<file path="src/rtl/gate_drv_pkg.sv">
// gate_drv_pkg: shared types and default constants for the gate vector driver.
// Contents: sweep FSM state encoding, default WIDTH / SETTLE values.
// No ports (package only).
package gate_drv_pkg;

  localparam int GATE_DRV_WIDTH  = 5;
  localparam int GATE_DRV_SETTLE = 1;

  // ST_ prefix keeps the state names clear of the SETTLE parameter name.
  typedef enum logic [1:0] {
    ST_IDLE,
    ST_SETTLE,
    ST_CHECK,
    ST_DONE
  } gate_drv_state_t;

endpackage

</file>
<file path="src/rtl/gate_vector_driver_settle_timer.sv">
// settle_timer: counts the hold time of one vector before its response is sampled.
// Ports: clk, rst_n (sync, active-low), load (clear to 0), count (advance),
//        expired (combinational, high on the last count SETTLE-1).
module settle_timer
  import gate_drv_pkg::*;
#(
  parameter int SETTLE = GATE_DRV_SETTLE
) (
  input  logic clk,
  input  logic rst_n,
  input  logic load,
  input  logic count,
  output logic expired
);

  localparam int CW = $clog2(SETTLE + 1);
  localparam logic [CW-1:0] LAST = CW'(SETTLE - 1);

  logic [CW-1:0] cnt;

  always_ff @(posedge clk) begin
    if (!rst_n) begin
      cnt <= '0;
    end else if (load) begin
      cnt <= '0;
    end else if (count && !expired) begin
      cnt <= cnt + CW'(1);
    end
  end

  assign expired = (cnt == LAST);

endmodule

</file>
<file path="src/rtl/gate_vector_driver.sv">
// gate_vector_driver: sweeps all 2^WIDTH input vectors of an AND gate under test,
// holds each for SETTLE+1 cycles, checks the response and reports pass/err_count/fail_vec.
// Ports: clk, rst_n (sync, active-low), start, vec_out (to gate), gate_in (from gate),
//        busy, done (level), pass, err_count, fail_vec.
// Optional: define GATE_DRIVER_FIRST_FAIL_EN to build first-failing-vector capture;
//           otherwise fail_vec is tied to 0.
module gate_vector_driver
  import gate_drv_pkg::*;
#(
  parameter int WIDTH  = GATE_DRV_WIDTH,
  parameter int SETTLE = GATE_DRV_SETTLE
) (
  input  logic             clk,
  input  logic             rst_n,
  input  logic             start,
  output logic [WIDTH-1:0] vec_out,
  input  logic             gate_in,
  output logic             busy,
  output logic             done,
  output logic             pass,
  output logic [WIDTH:0]   err_count,
  output logic [WIDTH-1:0] fail_vec
);

  gate_drv_state_t state, state_nxt;

  // vec is the FSM's working vector; vec_out is its registered copy so every
  // output (busy/done/pass/vec_out) lags the state register by one edge.
  logic [WIDTH-1:0] vec;
  logic             expired;
  logic             timer_load;
  logic             accept;
  logic             last_vec;
  logic             mismatch;

  assign accept   = start && ((state == ST_IDLE) || (state == ST_DONE));
  assign last_vec = &vec;
  // Case inequality: X or Z from the gate counts as a mismatch.
  assign mismatch = (gate_in !== (&vec_out));

  settle_timer #(.SETTLE(SETTLE)) u_timer (
    .clk     (clk),
    .rst_n   (rst_n),
    .load    (timer_load),
    .count   (state == ST_SETTLE),
    .expired (expired)
  );

  always_comb begin
    state_nxt  = state;
    timer_load = 1'b0;
    case (state)
      ST_IDLE, ST_DONE: begin
        if (start) begin
          state_nxt  = ST_SETTLE;
          timer_load = 1'b1;
        end
      end
      ST_SETTLE: begin
        if (expired) state_nxt = ST_CHECK;
      end
      ST_CHECK: begin
        timer_load = 1'b1;
        state_nxt  = last_vec ? ST_DONE : ST_SETTLE;
      end
      default: state_nxt = ST_IDLE;
    endcase
  end

  always_ff @(posedge clk) begin
    if (!rst_n) begin
      state     <= ST_IDLE;
      vec       <= '0;
      vec_out   <= '0;
      busy      <= 1'b0;
      done      <= 1'b0;
      pass      <= 1'b0;
      err_count <= '0;
    end else begin
      state   <= state_nxt;
      vec_out <= vec;
      busy    <= (state == ST_SETTLE) || (state == ST_CHECK);
      done    <= (state == ST_DONE);
      pass    <= (state == ST_DONE) && (err_count == '0);
      if (accept) begin
        vec       <= '0;
        err_count <= '0;
      end else if (state == ST_CHECK) begin
        if (mismatch) err_count <= err_count + (WIDTH+1)'(1);
        // All-ones is held through DONE.
        if (!last_vec) vec <= vec + WIDTH'(1);
      end
    end
  end

`ifdef GATE_DRIVER_FIRST_FAIL_EN
  logic             captured;
  logic [WIDTH-1:0] fail_q;

  // Vectors are swept in ascending order, so the first capture is the lowest failure.
  always_ff @(posedge clk) begin
    if (!rst_n) begin
      captured <= 1'b0;
      fail_q   <= '0;
    end else if (accept) begin
      captured <= 1'b0;
      fail_q   <= '0;
    end else if ((state == ST_CHECK) && mismatch && !captured) begin
      captured <= 1'b1;
      fail_q   <= vec_out;
    end
  end

  assign fail_vec = fail_q;
`else
  assign fail_vec = '0;
`endif

endmodule

</file>
<file path="config.mk">
export PLATFORM = sky130hd
export DESIGN_NAME = gate_vector_driver
export DESIGN_NICKNAME = d
export VERILOG_FILES = /design/src/rtl/gate_drv_pkg.sv /design/src/rtl/gate_vector_driver_settle_timer.sv /design/src/rtl/gate_vector_driver.sv
export SDC_FILE = /design/constraint.sdc
export NUM_CORES = 1
export LEC_CHECK = 0
export BUFFER_PORTS_ARGS = -buffer_cell sky130_fd_sc_hd__clkbuf_2
export CAP_MARGIN = 10
export CORE_ASPECT_RATIO = 1.2
export CORE_UTILIZATION = 40
export DETAILED_ROUTE_END_ITERATION = 8
export SYNTH_ARGS = -nofsm -noshare
export SYNTH_HDL_FRONTEND = slang
export SYNTH_SLANG_ARGS = --single-unit
</file>
<file path="constraint.sdc">
create_clock -name clk -period 1.5 [get_ports clk]
set_input_delay 0.3 -clock clk [delete_from_list [all_inputs] [get_ports clk]]
set_output_delay 0.3 -clock clk [all_outputs]
set_load 0.02 [all_outputs]
</file>
-- Yosys cells after proc, flatten, opt, wreduce, memory -nomap -nowiden
Cells that the tools add are included.
- bits in registers: 22
- input bits: 4
- output and inout bits: 19
- logic and storage cells: 40
- $add $sub $neg: 3
- equality and inequality tests: 6
- multiplexer cells: 6
- bitwise gates (word level): 2
- reduce and logical (&&, ||, !) cells: 15
- operators with widths (cell ; count):
    $reduce_and 5->1 ; 2
    $add 6x1->6 const B ; 1
    $logic_not 6->1 ; 1
    $mux 2 ; 3
    $pmux 2 s3 ; 1
    $reduce_and 2->1 ; 3
    $reduce_or 2->1 ; 3
    $add 5x1->5 const B ; 1
    $eq 2x2->1 const B ; 2
    $ne 2x2->1 const B ; 2
    $logic_and 1x1->1 ; 3
    $eq 2x1->1 const B ; 1
    $logic_not 2->1 ; 1
    $logic_or 1x1->1 ; 2
    $not 1->1 ; 2
    $pmux 1 s2 ; 1
    $add 1x1->1 const B ; 1
    $mux 1 ; 1
    $nex 1x1->1 ; 1

-- Longest topological paths before layout
Gate-level depths: netlist of the first run.
- depth in word-level cells: 4
- depth in mapped cells: 8
- depth with buffers taken out: 7

-- Modules after synthesis
From an unflattened synthesis of the first run, not the netlist that was laid out.
- cell total of the unflattened synthesis: 120
- area total of the unflattened synthesis: 1122.3 um2
- modules (own cells, without submodules) (module ; times used ; cells an instance ; area an instance (um2)):
    gate_vector_driver ; 1 ; 117 ; 1086.0
    settle_timer ; 1 ; 3 ; 36.3

-- Worst setup path after synthesis of the first run
OpenSTA, ideal clock, no wires.
- path type: register to register
- from: register vec[0]
- to: register vec[3]
- data arrival time: 1.403 ns
- setup slack: -0.029 ns
- cell stages (with the launch flop): 9
- path buffers: 1
- clock period less this slack: 1.529 ns
- path through: dfxtp_1 > ha_1 > and3_1 > ha_1 > nor2b_1 > buf_2 > nand4_1 > xor2_1 > nor2_1
- word-level cells in the longest chain between the ends: 3
- elaborated cells on any way between the ends: 4
- those cells by class: add/sub: 1; bitwise: 1; reduce/logical: 2
- ends and longest elaborated chain (item ; line ; RTL):
    start, declared ; gate_vector_driver.sv:29 ; logic [WIDTH-1:0] vec;
    start signal, assigned ; gate_vector_driver.sv:91 ; if (!last_vec) vec <= vec + WIDTH'(1);
    parallel branches: the longest is 3 deep, another holds $add 5x1->5 ; - ;
Parallel ways; which one is timed is not known.
A chain may end at the register's enable or synchronous reset.

-- Final worst setup path of the first run
- from: register vec[0]
- to: register state[1]
- word-level cells in the longest chain between the ends: 3
- ends and longest elaborated chain (item ; line ; RTL):
    $reduce_and 5->1 ; gate_vector_driver.sv:37 ; assign last_vec = &vec;
    $mux 2 ; gate_vector_driver.sv:64 ; state_nxt = last_vec ? ST_DONE : ST_SETTLE;
    $pmux 2 s3 ; gate_vector_driver.sv:52 ; case (state)
    end signal, assigned ; gate_vector_driver.sv:80 ; state <= state_nxt;
    end, declared ; gate_vector_driver.sv:25 ; gate_drv_state_t state, state_nxt;
Every way passes these cells.

==> results.json, run 1 <==
{
  "status": "finished, final reports clean",
  "postSynthRegisterBits": 22,
  "final.fill_count": 269,
  "drc": 0,
  "synth_top_family_by_area": "simple AND/OR/NAND/NOR gates",
  "core.rowCount": 20,
  "maxSlewViolCount": 0,
  "htree_levels": 1,
  "grt.overflow.total": 0,
  "critical_path_peak_fanout": 2,
  "fmax_mhz": 678,
  "die_height_um": 59.3,
  "report.final.hold_viol_count": 0,
  "cp_cell_instances": "ha_4 -> and3_4 -> ha_4 -> nand2_2 -> mux2_4 -> o22ai_2 -> and2_1",
  "crit_path_start_kind": "flop",
  "port_buffers": 17,
  "finalCriticalPeriod_ns": 1.47,
  "asyncSetResetFlopFracSynth_pct": 0,
  "dr.pass1.iters": 4,
  "number_of_cells_on_the_worst_hold_path": 3,
  "worst_clock_skew_ns": 0.00309,
  "via_count_of_the_first_global_routing_pass": 766,
  "viasPerCell": 4.92,
  "number_of_distinct_library_cell_variants_in_the_gate_level_netlist_after_synthesis": 37,
  "synth.cells.most_frequent": "sky130_fd_sc_hd__dfxtp_1, sky130_fd_sc_hd__and2_1, sky130_fd_sc_hd__ha_1, sky130_fd_sc_hd__nand2_1, sky130_fd_sc_hd__nor2_1",
  "fp.dieArea_um2": 2950,
  "start_util_pct": 42.8,
  "final_layout_size_suffix_gt1_share_pct": 34.3,
  "synth.top_cells.by_area": "sky130_fd_sc_hd__dfxtp_1, sky130_fd_sc_hd__ha_1, sky130_fd_sc_hd__and2_1",
  "finalNetCount": 157,
  "synth.top_cell.area_share_pct": 40.3,
  "grt_antenna_before_repair": 0,
  "synth_sequential_area_ratio_pct": 40.3,
  "min-delay-start": "rst_n",
  "synth-compound-area-share_pct": 12.6,
  "r2r_setup_slack_ns": 0.03,
  "routabilityCongestion": 0.753,
  "worstHoldEndpoint": "u_timer.cnt",
  "tritoncts_num_sinks": 22,
  "postSynthCellCount": 118,
  "leakage_uw": 0.000562,
  "final.hold.worst_slack_ns": 0.346,
  "vdd_drop_max_uv": 393,
  "first_pass_grt_wire_length_um": 3350,
  "worstPathArrival_ns": 1.72,
  "crit-reg2reg-launch": "vec[0]",
  "pwr_density_cell_nw_per_um2": 761,
  "ioPinCount": 23,
  "utilization_pct": 52.4,
  "vias_after_detailed_routing": 866,
  "final_critical_path_share_of_the_clock_period_pct": 98.3,
  "reg2reg_depth": 7,
  "mux_contribution_to_synthesized_area_pct": 4.69,
  "synth.most_common_cell": "sky130_fd_sc_hd__dfxtp_1",
  "synthAdderAreaFrac_pct": 9.15,
  "clock_latency_ns": 0.30,
  "yosys_warnings": 0,
  "stages_on_the_worst_setup_path": 7,
  "cts.hold.buffers_added": 0,
  "cp.buffers_inverters": 0,
  "timing.rr.end": "state[1]",
  "placed_cells_incl_taps": 173,
  "non_filler_cells_final": 176,
  "synth_simple_gate_area_share_pct": 22.9,
  "pin_count_of_the_biggest_net_entering_global_routing": 13,
  "synth-main-ff-cell": "sky130_fd_sc_hd__dfxtp_1",
  "detailedPlace.worstSlack_ns": -0.0334,
  "fin_ws_ns": 0.0261,
  "synthesis.area_um2": 1090,
  "unrepaired_setup_endpoints_after_global_routing": "true",
  "clock_tree_root_driver_cell": "sky130_fd_sc_hd__clkbuf_4",
  "parity_gate_share_of_the_synthesized_area_counting_xor_and_xnor_cells_pct": 2.40,
  "dr.first_iter.drc_count": 27,
  "critical_path.top_delay_family": "flip-flops",
  "path_common_cell": "sky130_fd_sc_hd__ha_4",
  "clk_path_buf_depth": 2,
  "cp_slowest_cell": "sky130_fd_sc_hd__dfxtp_2",
  "worst_hold_path_type": "in -> reg",
  "syn-mean-instance-area_um2": 9.27,
  "setup-tns-final_ns": 0,
  "coreArea_um2": 2550,
  "detail_route.wirelength_um": 2030,
  "required_time_at_the_worst_slack_endpoint_ns": 1.75,
  "die_width_um": 49.7,
  "post-synth-top-area-cell": "sky130_fd_sc_hd__dfxtp_1",
  "routed_wire_length_per_instance_um": 11.6,
  "maxCapViolCount": 0,
  "end_kind": "flop",
  "setup-violations-final": 0,
  "groute.usage.overall_pct": 15.3,
  "tritoncts": "built",
  "synth-edff-count": 0,
  "timing.critical_path.slowest_cell_delay_ns": 0.37,
  "place_hpwl_um": 1570,
  "clk_pin_slew_ns": 0.12,
  "cts_buffers": 3,
  "critical_path_class": "reg -> reg",
  "n_antenna_cell": 0,
  "antenna_violating_nets_post_route": 0,
  "layout-area-overhead-vs-synth_pct": 22.2
}
==> per-layer routing <==
layer  vias to the layer above  track usage, %  share of wire [%]
met2                        15            26.8                 50
met3                         2            3.08                3.4
li1                        450               -                  -
met1                       399            17.6                 46
met5                         -               0                  0
met4                         0            7.35               0.84
==> cell usage in the layout, fill, tap and decap left out, types with 2 or more instances in the layout <==
| cell | netlist | routed |
|---|---|---|
| sky130_fd_sc_hd__dfxtp_1 | 22 | 20 |
| sky130_fd_sc_hd__clkbuf_2 | 0 | 17 |
| sky130_fd_sc_hd__and2_1 | 8 | 8 |
| sky130_fd_sc_hd__buf_4 | 5 | 8 |
| sky130_fd_sc_hd__nor2_1 | 7 | 7 |
| sky130_fd_sc_hd__nand2_1 | 8 | 6 |
| sky130_fd_sc_hd__inv_1 | 5 | 5 |
| sky130_fd_sc_hd__a21oi_1 | 5 | 5 |
| sky130_fd_sc_hd__ha_1 | 8 | 5 |
| sky130_fd_sc_hd__conb_1 | 1 | 5 |
| sky130_fd_sc_hd__mux2i_1 | 4 | 4 |
| sky130_fd_sc_hd__nand4_1 | 4 | 4 |
| sky130_fd_sc_hd__o21ai_0 | 4 | 4 |
| sky130_fd_sc_hd__nor3_1 | 3 | 3 |
| sky130_fd_sc_hd__clkbuf_4 | 0 | 3 |
| sky130_fd_sc_hd__nand2b_1 | 2 | 2 |
| sky130_fd_sc_hd__a211oi_2 | 2 | 2 |
| sky130_fd_sc_hd__nor4_2 | 2 | 2 |
| sky130_fd_sc_hd__o211ai_1 | 2 | 2 |
| sky130_fd_sc_hd__nand3_1 | 2 | 2 |
| sky130_fd_sc_hd__nor2b_1 | 3 | 2 |
| sky130_fd_sc_hd__xor2_1 | 2 | 2 |
| sky130_fd_sc_hd__nand2_2 | 0 | 2 |
| sky130_fd_sc_hd__ha_4 | 0 | 2 |
| sky130_fd_sc_hd__buf_6 | 1 | 2 |
| sky130_fd_sc_hd__dfxtp_2 | 0 | 2 |
==> metrics by stage <==
step                      area (µm²)  total power, µW
after global routing            1340             1070
after global placement          1250              753
final                           1340             1020
after detailed placement        1250              756
after floorplan                 1110              720
after CTS                       1310             1020
==> power by group <==
part	internal [µW]	switching (µW)	total, µW	leakage (µW)
clock	93.5	167	260	0.0000138
sequential	595	5.67	601	0.000179
combinational	68.0	87.1	155	0.000369
==> final cells by class <==
type	count	area [µm²]	share of cell area (%)
Clock buffer	3	22.5	1.69
Inverter	6	22.5	1.69
Multi-Input combinational cell	85	639	47.8
Sequential cell	22	443	33.1
Tap cell	33	41.3	3.09
Timing Repair Buffer	27	168	12.5
==> worst max-delay path by stage <==
stage / to / from / slack, ns
4_1_cts: state[1] / vec[1] / 0.0004
5_1_grt: err_count[5] / state[1] / -0.04
6_report: state[1] / vec[0] / 0.03
2_1_floorplan: vec[3] / vec[0] / 0.02
3_3_place_gp: vec[2] / vec[0] / 0.01
3_5_place_dp: state[1] / vec[1] / -0.03
==> kinds of logic after synthesis <==
logic type,count (synthesis)
AOI/OAI and AO/OA,20
and+or+nand+nor,44
other,1
buffers and inverters,15
muxes,5
DFF,22
adders and majority gates,8
xor gates and xnor gates,3
==> flip-flops by register name, summed over array words and instances, names as in the netlist <==
name / cells
vec: 5
vec_out: 5
done: 1
busy: 1
err_count: 6
pass: 1
state: 2
u_timer.cnt: 1
==> timing repair <==
action,in CTS,in global routing
endpoints found under the setup margin,6,7
buffers inserted,0,0
gates resized for setup,6,7
pin swaps,0,4
==> worst register-to-register path: cells and delay by family, from the launching register on <==
kind / cells / cell delay, ns
compound gates: 1 / 0.14
fa+ha+maj: 2 / 0.29
flops: 1 / 0.37
mux: 1 / 0.26
simple gates: 3 / 0.37
No activity file was read; power rests on OpenSTA's default activity.
==> inputs of run 2 (changes only) <==
CORE_UTILIZATION = 47   (was 40)
PLACE_DENSITY = 0.73   (was unset)
==> results.json, run 2 (synthesis results as in run 1) <==
{
  "tritoncts": "built",
  "layout.cell_area.non_filler_um2": 1390,
  "final_critical_path_share_of_the_clock_period_pct": 99.1,
  "worstPathArrival_ns": 1.74,
  "leakage_uw": 0.000585,
  "fp.dieArea_um2": 2520,
  "vias_after_detailed_routing": 906,
  "die_width_um": 46.0,
  "coreArea_um2": 2120,
  "port_buffers": 17,
  "n_antenna_cell": 0,
  "required_time_at_the_worst_slack_endpoint_ns": 1.75,
  "final.fill_count": 179,
  "biggestRegsByFlops": "err_count x6, vec x5, vec_out x5",
  "vdd_drop_max_uv": 708,
  "cts_buffers": 3,
  "largest_register": "err_count",
  "critical_path_class": "reg -> reg",
  "start_util_pct": 51.7,
  "final_cell_mix": "sky130_fd_sc_hd__dfxtp_1, sky130_fd_sc_hd__clkbuf_2, sky130_fd_sc_hd__buf_4",
  "place_hpwl_um": 1510,
  "non_filler_cells_final": 177,
  "maxSlewViolCount": 0,
  "layout_commonest_cell": "sky130_fd_sc_hd__dfxtp_1",
  "maxCapViolCount": 0,
  "first_pass_grt_wire_length_um": 3170,
  "dr.first_iter.drc_count": 7,
  "final_layout_size_suffix_gt1_share_pct": 37.4,
  "worst_clock_skew_ns": 0.00753,
  "groute.usage.overall_pct": 18.0,
  "grt.overflow.total": 0,
  "die_height_um": 54.8,
  "placed_cells_incl_taps": 170,
  "utilization_pct": 65.7,
  "viasPerCell": 5.12,
  "pin_count_of_the_biggest_net_entering_global_routing": 13,
  "clk_pin_slew_ns": 0.12,
  "r2r_setup_slack_ns": 0.01,
  "clk_path_buf_depth": 2,
  "detail_route.wirelength_um": 2190,
  "post_layout_total_power_uw": 1110,
  "report.final.hold_viol_count": 0,
  "core.rowCount": 18,
  "number_of_flip_flops_in_the_largest_register": 6,
  "grt_antenna_before_repair": 0,
  "clock_tree_root_driver_cell": "sky130_fd_sc_hd__clkbuf_4",
  "routabilityCongestion": 0.774,
  "crit_path_start_kind": "flop",
  "finalNetCount": 160,
  "via_count_of_the_first_global_routing_pass": 773,
  "pwr_density_cell_nw_per_um2": 797,
  "clock_latency_ns": 0.31,
  "setup-violations-final": 0,
  "htree_levels": 1,
  "postPlaceCellArea_um2": 1250,
  "tritoncts_num_sinks": 22,
  "antenna_violating_nets_post_route": 0,
  "reg2reg_depth": 7,
  "drc": 0,
  "routed_wire_length_per_instance_um": 12.4,
  "dr.pass1.iters": 4,
  "status": "finished, final reports clean",
  "end_kind": "flop",
  "ioPinCount": 23,
  "number_of_cells_on_the_worst_hold_path": 3,
  "worst_hold_path_type": "in -> reg",
  "finalCriticalPeriod_ns": 1.49,
  "layout-area-overhead-vs-synth_pct": 27.1,
  "critical_path_peak_fanout": 2,
  "fmax_mhz": 672
}
## run 2: cell types whose count changed in the layout (fill, tap and decap cells not counted), moves of 2 or more
cell and delta:
sky130_fd_sc_hd__buf_4 +4, sky130_fd_sc_hd__dfxtp_1 -2, sky130_fd_sc_hd__dfxtp_2 +2, sky130_fd_sc_hd__ha_4 +2
sky130_fd_sc_hd__nand2_1 +2, sky130_fd_sc_hd__nand2_2 -2
## run 2: layout make-up
class / instances / area [µm²] / share of cell area (%)
flip-flops and latches: 22 / 445 / 32.0
multi-input cells: 85 / 662 / 47.6
repair buffers: 30 / 186 / 13.4
well taps: 30 / 37.5 / 2.70
inverters: 6 / 22.5 / 1.62
clock buffers: 4 / 36.3 / 2.61
## run 2: where the power goes
| group | total [µW] | internal [µW] | switching [µW] | leakage (µW) |
|---|---|---|---|---|
| Combinational | 177 | 79.2 | 97.3 | 0.000384 |
| Clock | 328 | 148 | 179 | 0.0000210 |
| Sequential | 604 | 597 | 7.12 | 0.000179 |
| Total | 1110 | 824 | 284 | 0.000585 |
## run 2: metrics by stage
stage / TNS (ns) / setup WS [ns] / hold WS (ns)
floorplan: 0 / 0.0162 / 0.434
global placement: -0.127 / -0.0575 / 0.444
detailed placement: -0.317 / -0.114 / 0.462
CTS: -0.0743 / -0.0378 / 0.307
global route: -0.0762 / -0.0290 / 0.320
finish: 0 / 0.0128 / 0.324
## run 2: what timing repair did
action                                 4_1_cts  5_1_grt
resized for setup                            1       15
hold buffers                                 0        0
pin swaps                                    1        4
setup endpoints to repair                    5        9
endpoints found under the hold margin        0        0
buffers inserted                             0        3
## run 2: critical path, cell delays in order, from the launching register on
cell and delay (ns):
sky130_fd_sc_hd__dfxtp_2 0.38, sky130_fd_sc_hd__ha_4 0.14, sky130_fd_sc_hd__and3_4 0.19, sky130_fd_sc_hd__ha_4 0.14
sky130_fd_sc_hd__nand2_1 0.05, sky130_fd_sc_hd__mux2_2 0.27, sky130_fd_sc_hd__o22ai_2 0.13, sky130_fd_sc_hd__and2_1 0.13
## run 2: path summary, 6_finish.rpt
| kind | to | from |
|---|---|---|
| worst max-delay path | state[1] | vec[0] |
| worst min-delay path | u_timer.cnt | rst_n |
| worst min register to register | u_timer.cnt | u_timer.cnt |
| worst max register to register | state[1] | vec[0] |
## run 2: per-layer routing
metal | vias to the layer above | track usage (%) | part of all wire, %
li1 | 458 | - | -
met1 | 424 | 20.9 | 44
met2 | 21 | 31.5 | 52
met3 | 3 | 2.97 | 3.6
met4 | 0 | 8.82 | 0.87
met5 | - | 0 | 0
==> inputs of run 3 (changes only) <==
REMOVE_ABC_BUFFERS = 1   (was unset)
==> results.json, run 3 (synthesis results as in run 1) <==
{
  "status": "finished, final reports clean",
  "htree_levels": 1,
  "postPlaceCellArea_um2": 1240,
  "detailedPlace.worstSlack_ns": -0.0577,
  "pin_count_of_the_biggest_net_entering_global_routing": 14,
  "maxSlewViolCount": 0,
  "routed_wire_length_per_instance_um": 12.3,
  "clock_latency_ns": 0.32,
  "dr.first_iter.drc_count": 7,
  "wirelength_met1_um": 903,
  "fmax_mhz": 673,
  "placed_cells_incl_taps": 169,
  "worstPathArrival_ns": 1.71,
  "non_filler_cells_final": 176,
  "finalNetCount": 159,
  "fin_ws_ns": 0.0151,
  "clk_path_buf_depth": 2,
  "die_width_um": 46.0,
  "groute.usage.overall_pct": 18.7,
  "worst_clock_skew_ns": 0.0113,
  "report.final.hold_viol_count": 0,
  "clk_pin_slew_ns": 0.13,
  "cts_buffers": 3,
  "antenna_violating_nets_post_route": 0,
  "drc": 0,
  "finalCriticalPeriod_ns": 1.48,
  "number_of_flip_flops_in_the_largest_register": 6,
  "port_buffers": 17,
  "layout-area-overhead-vs-synth_pct": 27.5,
  "grt.overflow.total": 0,
  "met3_wirelength_um": 51,
  "worst_hold_path_type": "in -> reg",
  "wl_met2_um": 1150,
  "maxCapViolCount": 0,
  "core.rowCount": 18,
  "leakage_uw": 0.000590,
  "vias_after_detailed_routing": 879,
  "first_pass_grt_wire_length_um": 3300,
  "layout.cell_area.non_filler_um2": 1390,
  "coreArea_um2": 2120,
  "cts.hold.buffers_added": 0,
  "n_antenna_cell": 0,
  "viasPerCell": 4.99,
  "unrepaired_setup_endpoints_after_global_routing": "true",
  "routabilityCongestion": 0.811,
  "critical_path_class": "reg -> reg",
  "detail_route.wirelength_um": 2170,
  "post_layout_total_power_uw": 1230,
  "layout_commonest_cell": "sky130_fd_sc_hd__dfxtp_1",
  "end_kind": "flop",
  "final_critical_path_share_of_the_clock_period_pct": 99.0,
  "dr.pass1.iters": 5,
  "fp.dieArea_um2": 2520,
  "tritoncts_num_sinks": 22,
  "largest_register": "err_count",
  "setup-tns-final_ns": 0,
  "via_count_of_the_first_global_routing_pass": 824,
  "setup-violations-final": 0,
  "final.fill_count": 182,
  "die_height_um": 54.8,
  "vdd_drop_max_uv": 540,
  "tritoncts": "built",
  "place_hpwl_um": 1560,
  "clock_tree_root_driver_cell": "sky130_fd_sc_hd__clkbuf_4",
  "biggestRegsByFlops": "err_count x6, vec x5, vec_out x5",
  "grt_antenna_before_repair": 0,
  "start_util_pct": 51.7,
  "top_signal_layer_used": "met4",
  "final_cell_mix": "sky130_fd_sc_hd__dfxtp_1, sky130_fd_sc_hd__clkbuf_2, sky130_fd_sc_hd__buf_4",
  "crit_path_start_kind": "flop",
  "ioPinCount": 23,
  "critical_path_peak_fanout": 5,
  "pwr_density_cell_nw_per_um2": 883,
  "final_layout_size_suffix_gt1_share_pct": 37.0,
  "required_time_at_the_worst_slack_endpoint_ns": 1.72
}
==> run 3: cell types whose count changed in the layout (fill, tap and decap cells not counted), sizes merged <==
cell and change:
buf -1, bufinv +1, clkbuf -1
==> run 3: routing by layer <==
metal	vias up	global-route usage, %
li1	450	-
met1	408	19.8
met2	15	32.9
met3	6	3.30
met4	0	13.2
met5	-	0
==> run 3: where the power goes <==
group | internal, µW | switching (µW) | total [µW]
sequential | 596 | 7.07 | 603
combinational | 75.4 | 95.1 | 171
clock | 270 | 186 | 456
==> run 3: what timing repair did <==
| item | CTS | global route |
|---|---|---|
| pin swaps | 3 | 5 |
| endpoints found under the setup margin | 5 | 7 |
| setup buffers | 1 | 2 |
| gates resized for setup | 6 | 11 |
==> run 3: critical path, cell delays in order (launching register included) <==
cell	delay, ns
sky130_fd_sc_hd__dfxtp_2	0.36
sky130_fd_sc_hd__ha_4	0.15
sky130_fd_sc_hd__and3_4	0.17
sky130_fd_sc_hd__ha_4	0.15
sky130_fd_sc_hd__nor2b_1	0.10
sky130_fd_sc_hd__buf_4	0.15
sky130_fd_sc_hd__nand4_1	0.10
sky130_fd_sc_hd__xor2_1	0.16
sky130_fd_sc_hd__nor2_1	0.05
==> run 3: final timing paths <==
check / start / endpoint / slack (ns) / cells past startpoint
worst min register to register: u_timer.cnt / u_timer.cnt / 0.48 / 2
worst min-delay path: rst_n / u_timer.cnt / 0.31 / 3
worst max register to register: vec[1] / vec[3] / 0.02 / 8
worst max-delay path: vec[1] / vec[3] / 0.02 / 8
==> run 3: cell type report <==
class                   count  area (µm²)  area share (%)
well taps                  30        37.5            2.69
clock buffers               3        22.5            1.62
multi-input cells          85         662            47.5
clock inverters             1        30.0            2.15
flip-flops and latches     22         444            31.9
repair buffers             29         175            12.6
inverters                   6        22.5            1.62
==> run 3: metrics by stage <==
step	hold WS, ns	util, %
after floorplan	0.422	-
after global placement	0.444	58.5
after detailed placement	0.462	58.5
after global routing	0.308	65.8
final	0.312	65.8
after CTS	0.299	62.4
